==> config.mk <==
export PLATFORM = sky130hd
export DESIGN_NAME = seq_engine
export DESIGN_NICKNAME = d
export VERILOG_FILES = /design/src/rtl/seq_engine.sv
export SDC_FILE = /design/constraint.sdc
export NUM_CORES = 1
export LEC_CHECK = 0
export BUFFER_PORTS_ARGS = -buffer_cell sky130_fd_sc_hd__buf_2
export CAP_MARGIN = 30
export CORE_MARGIN = 8
export CORE_UTILIZATION = 42
export DETAILED_ROUTE_END_ITERATION = 8
export GPL_ROUTABILITY_DRIVEN = 0
export MAX_ROUTING_LAYER = met4
export SLEW_MARGIN = 10
export SYNTH_ARGS = -nofsm -noshare
export SYNTH_HDL_FRONTEND = slang
export SYNTH_SLANG_ARGS = --single-unit
==> constraint.sdc <==
create_clock -name clock -period 4.2 [get_ports clock]
set_input_delay 0.21 -clock clock [delete_from_list [all_inputs] [get_ports clock]]
set_output_delay 0.21 -clock clock [all_outputs]
set_load 0.005 [all_outputs]
==> src/rtl/seq_engine.sv <==
// Paced sequence generator: Fibonacci, up-count or down-count, chosen per run.
// Each emitted value carries a one-cycle valid pulse and registered even parity.
module seq_engine #(
    parameter int unsigned DATA_W   = 16,
    parameter int unsigned PROG_W   = 3,
    parameter int unsigned BASE_DIV = 4,
    parameter int unsigned LIMIT    = 255
) (
    input  logic              clock,
    input  logic              reset,
    input  logic              start,
    input  logic [1:0]        mode,
    input  logic              stop,
    input  logic              update,
    input  logic [PROG_W-1:0] prog,
    output logic [DATA_W-1:0] data_out,
    output logic              data_valid,
    output logic              parity,
    output logic              busy,
    output logic              done
);

    localparam int unsigned MAX_T = BASE_DIV << ((2 ** PROG_W) - 1);
    // Wide enough to hold the longest period itself, not just its last count.
    localparam int unsigned PS_W  = $clog2(MAX_T + 1);
    localparam int unsigned FIB_W = DATA_W + 1;

    localparam logic [DATA_W-1:0] LIMIT_V = DATA_W'(LIMIT);

    localparam logic [1:0] ModeFib  = 2'd0;
    localparam logic [1:0] ModeUp   = 2'd1;
    localparam logic [1:0] ModeDown = 2'd2;
    localparam logic [1:0] ModeRsvd = 2'd3;

    typedef enum logic [1:0] {StIdle, StRun, StDone} state_e;

    state_e             state_q, state_d;
    logic [1:0]         mode_q, mode_d;
    logic [PROG_W-1:0]  prog_q, prog_d;
    logic [PS_W-1:0]    presc_q, presc_d;
    logic [DATA_W-1:0]  data_q, data_d;
    logic               parity_q, parity_d;
    logic               valid_q, valid_d;
    logic [FIB_W-1:0]   prev_q, prev_d;
    logic [FIB_W-1:0]   cur_q, cur_d;

    logic [PS_W-1:0]    period;
    logic               tick;
    logic [FIB_W-1:0]   fib_sum;
    logic               step_ok;
    logic [DATA_W-1:0]  step_val;

    assign period = PS_W'(BASE_DIV) << prog_q;
    assign tick   = (state_q == StRun) && (presc_q == period - PS_W'(1));

    // Candidate next value for the active mode; step_ok low means the run ends.
    always_comb begin
        fib_sum  = prev_q + cur_q;
        step_ok  = 1'b0;
        step_val = data_q;
        unique case (mode_q)
            ModeFib: begin
                step_ok  = ~fib_sum[DATA_W];
                step_val = fib_sum[DATA_W-1:0];
            end
            ModeUp: begin
                step_ok  = data_q < LIMIT_V;
                step_val = data_q + DATA_W'(1);
            end
            ModeDown: begin
                step_ok  = data_q != '0;
                step_val = data_q - DATA_W'(1);
            end
            default: begin
                step_ok  = 1'b0;
                step_val = data_q;
            end
        endcase
    end

    always_ff @(posedge clock or negedge reset) begin
        if (!reset) begin
            state_q  <= StIdle;
            mode_q   <= ModeFib;
            prog_q   <= '0;
            presc_q  <= '0;
            data_q   <= '0;
            parity_q <= 1'b0;
            valid_q  <= 1'b0;
            prev_q   <= '0;
            cur_q    <= '0;
        end else begin
            state_q  <= state_d;
            mode_q   <= mode_d;
            prog_q   <= prog_d;
            presc_q  <= presc_d;
            data_q   <= data_d;
            parity_q <= parity_d;
            valid_q  <= valid_d;
            prev_q   <= prev_d;
            cur_q    <= cur_d;
        end
    end

    always_comb begin
        state_d  = state_q;
        mode_d   = mode_q;
        prog_d   = prog_q;
        data_d   = data_q;
        parity_d = parity_q;
        valid_d  = 1'b0;
        prev_d   = prev_q;
        cur_d    = cur_q;
        if (state_q == StRun && !tick) begin
            presc_d = presc_q + PS_W'(1);
        end else begin
            presc_d = '0;
        end

        unique case (state_q)
            StIdle: begin
                if (start && !stop && mode != ModeRsvd) begin
                    state_d  = StRun;
                    mode_d   = mode;
                    valid_d  = 1'b1;
                    data_d   = (mode == ModeDown) ? LIMIT_V : '0;
                    parity_d = (mode == ModeDown) ? ^LIMIT_V : 1'b0;
                    // Seeding prev=1 makes the first Fibonacci step after 0 yield 1.
                    prev_d   = FIB_W'(1);
                    cur_d    = '0;
                end
            end
            StRun: begin
                if (stop) begin
                    state_d = StIdle;
                end else if (tick) begin
                    if (step_ok) begin
                        data_d   = step_val;
                        parity_d = ^step_val;
                        valid_d  = 1'b1;
                        if (mode_q == ModeFib) begin
                            prev_d = cur_q;
                            cur_d  = fib_sum;
                        end
                    end else begin
                        state_d = StDone;
                    end
                end
            end
            StDone: begin
                state_d = StIdle;
            end
            default: begin
                state_d = StIdle;
            end
        endcase

        if (update) begin
            prog_d  = prog;
            presc_d = '0;
        end
    end

    always_comb begin
        data_out   = data_q;
        parity     = parity_q;
        data_valid = valid_q;
        busy       = state_q != StIdle;
        done       = state_q == StDone;
    end

endmodule
==> summary.txt <==
Die
  – Die Area: 0.0168 mm²
  – Chip width: 129 µm
  – Die height: 129 µm
  – I/O Pins: 30
  – Initial Utilization: 43.0%
  – Core Area: 0.0126 mm²
  – Row count: 41

Route
  – Final WL: 14,400 µm
  – Average wire per standard cell: 16.8 µm
  – Vias per inst: 5.77
  – Via count: 4,943
  – Pre-antenna DRT Iters: 5
  – ANT nets after route: 0
  – DRC marker count from the first detailed-route iteration: 437
  – # DRC: 0

Place
  – HPWL Detailed: 10,400 µm
  – Post-place instance area: 0.00568 mm²
  – Port Buffers: 29
  – # placed instances: 838

Yosys
  – Top cells by area, synth: dfrtp_1 32%, nand2_1 7.2%, ha_1 5.8%
  – Synth top area share: 32.0%
  – Syn Nets: 709
  – Yosys warns: 0
  – #FFs+latches synth: 69
  – Main flop type after synthesis: dfrtp_1
  – Area leader, netlist: dfrtp_1
  – Top-count cell post-synth: nand2_1
  – Fraction of registers with async set/reset: 100%
  – Seq/Total Area, Yosys: 32.0%
  – Top cells by count, synth: 103 x nand2_1, 69 x dfrtp_1, 56 x o21ai_0, 48 x nor2_1, 33 x a21oi_1
  – Gate Count Post-Synth: 673
  – Library cells used by synthesis: 78
  – Synth Cell Area: 0.00540 mm²
  – Post-synth EDFFs: 0
  – Syn Area/Cell: 8.03 µm²

STA
  – Clock skew: 0.00864 ns
  – Hold Vio Cnt, Final: 0
  – Setup_tns: 0 ns
  – Final period utilization: 93.8%
  – Count of final setup violators: 0
  – Slew Viols, Final: 0
  – Max Clk Rate: 254 MHz
  – Worst slew pin tran: 0.624 ns
  – Fin crit period: 3.94 ns
  – Slew headroom: 57.9%
  – RSZ-0062 raised after global routing: false

Finish
  – Fin cells: 856
  – FILL cells: 1,248
  – Layout area overhead: 10.9%
  – Multi-input gate area: 0.00340 mm²
  – Share of cells above drive strength 1: 11.5%
  – Fin nets: 715
  – Register Area: 0.00173 mm²
  – Antenna diodes: 0
  – Fin area: 0.00599 mm²

Critical path
  – CP max stage cell: xnor3_1
  – WP data required: 4.43 ns
  – Critical path, cell by cell: ha_1 > inv_1 > fa_1 > nand2b_1 > a211oi_1 > nor2b_1 > xor2_1 > o21ai_0 > a22o_1 > xnor2_1 > xnor2_1 > xnor3_1 > xnor3_1 > xnor2_1 > o21ai_1
  – WP buf/inv: 1
  – Crit-path max cell delay: 0.43 ns
  – CP delay by family, top: XOR/XNOR gates
  – Crit path DAT: 4.17 ns
  – Endpoint class of the critical path: register
  – Most frequent CP cell: xnor2_1
  – Crit Path Category: register to register
  – CP startpoint: cur_q[0]
  – Crit path launch type: register
  – Crit Path Max Fanout: 3
  – Worst r2r src: cur_q[0]

Power and ir drop
  – Gate power share: 51.4%
  – Net Sw Frac: 39.4%
  – P_sw: 1290 µW
  – Internal: 1990 µW
  – Lkg Pwr: 0.00251 µW
  – Peak supply drop: 0.333 mV
  – Sequential share of power: 26.9%
  – Clock share of power: 21.6%
  – Power per Cell Area: 547 mW/mm²

Clock network
  – Bufs on Longest Clock Path: 2
  – Setup bufs post-CTS: 0
  – Root buffer cell: clkbuf_16
  – TritonCTS clock tree: built
  – CTS Buf Count: 9
  – Worst-Skew Late Latency: 0.34 ns
  – H-tree depth: 3
  – CTS sink cnt: 69
  – Worst-path clk slew: 0.06 ns

Global routing
  – Largest net degree at the start of global routing: 70
  – Vias in the first global route: 4,788
  – Antenna violations before repair: 0
  – GRT Total Usage: 18.2%
  – First-pass GRT wire length: 23,600 µm
  – Remaining global-route overflow: 0

Hold path
  – Worst Hold Class: input port to register
  – HP Start: prog[2]

Run
  – Max cap viols: 0

Status
  – Status: complete, no violations
[placed cells by master (no fill, tap or decap), drive strengths merged, types with 4 or more instances in the layout]
cell / synthesis / final
a211oi: 9 / 9
a21o: 8 / 8
a21oi: 33 / 33
a31oi: 12 / 12
and2: 4 / 4
and3: 4 / 4
buf: 18 / 44
clkbuf: 32 / 13
dfrtp: 69 / 69
ha: 25 / 25
inv: 25 / 25
mux2: 8 / 8
mux2i: 5 / 5
nand2: 103 / 103
nand2b: 10 / 10
nand3: 18 / 18
nand3b: 6 / 6
nand4: 7 / 7
nor2: 48 / 48
nor2b: 8 / 8
nor3: 13 / 13
o211ai: 4 / 4
o21ai: 68 / 68
o21bai: 4 / 4
o31ai: 21 / 21
or2: 4 / 4
or3: 5 / 5
xnor2: 26 / 26
xor2: 15 / 15
[cell type report]
cell class	count	share of cell area, %
Timing Repair Buffer	45	4.72
Sequential cell	69	28.8
Inverter	25	1.57
Clock buffer	13	4.18
Tap cell	172	3.59
Multi-Input combinational cell	529	56.8
Clock inverter	3	0.355
[registers in the layout (all words and copies together), names as in the netlist]
signal,cells
cur_q,17
prev_q,17
data_out,16
presc_q,10
prog_q,3
mode_q,2
state_q,2
data_valid,1
parity,1
[power by group through the flow]
stage,Clock (µW),Sequential (µW),Combinational (µW)
2_1_floorplan,0,814,1390
4_1_cts,720,881,1670
3_3_place_gp,0,888,1650
6_report,708,883,1690
5_1_grt,746,904,1860
3_5_place_dp,0,892,1660
[worst min-delay path, cell delays in order]
cell	delay, ns
buf_2	0.07
nand2_1	0.04
o21ai_0	0.07
[layer usage]
layer	GRT usage, %	vias to the layer above	wire length (µm)
li1	-	2418	-
met1	22.7	2372	6640
met2	28.4	120	6680
met3	3.00	33	633
met4	8.47	0	427
met5	-	-	0
[per-stage QoR]
step	total power [µW]	setup slack [ns]	hold WS [ns]	utilization [%]
after floorplan	2200	0.00429	-0.0856	-
after global placement	2540	0.381	0.390	45.2
after detailed placement	2550	0.197	0.397	45.2
after CTS	3270	0.197	0.0307	47.4
after global routing	3510	0.0234	0.0980	47.7
final	3280	0.261	0.0900	47.7
[timing repair]
| item | in CTS | in global routing |
|---|---|---|
| gates resized for setup | 0 | 2 |
| setup endpoints to repair | 0 | 10 |
| hold buffers | 0 | 1 |
| hold endpoints to repair | 0 | 30 |
[kinds of logic after synthesis]
kind of cell	synth area share [%]
xor gates and xnor gates	7.48
DFF	32.0
AOI/OAI and AO/OA	24.6
muxes	2.59
and+or+nand+nor	21.5
buffers and inverters	5.70
adders and majority gates	6.16
[final timing paths]
kind                                    to  slack, ns  cells past startpoint
min in group asynchronous       prev_q[10]       0.35                      2
worst min register to register  presc_q[0]       0.48                      1
worst max register to register      parity       0.26                     15
max in group asynchronous       presc_q[4]       3.29                      3
worst min-delay path             prog_q[2]       0.09                      3
worst max-delay path                parity       0.26                     15
(Power assumes the default switching activity.)
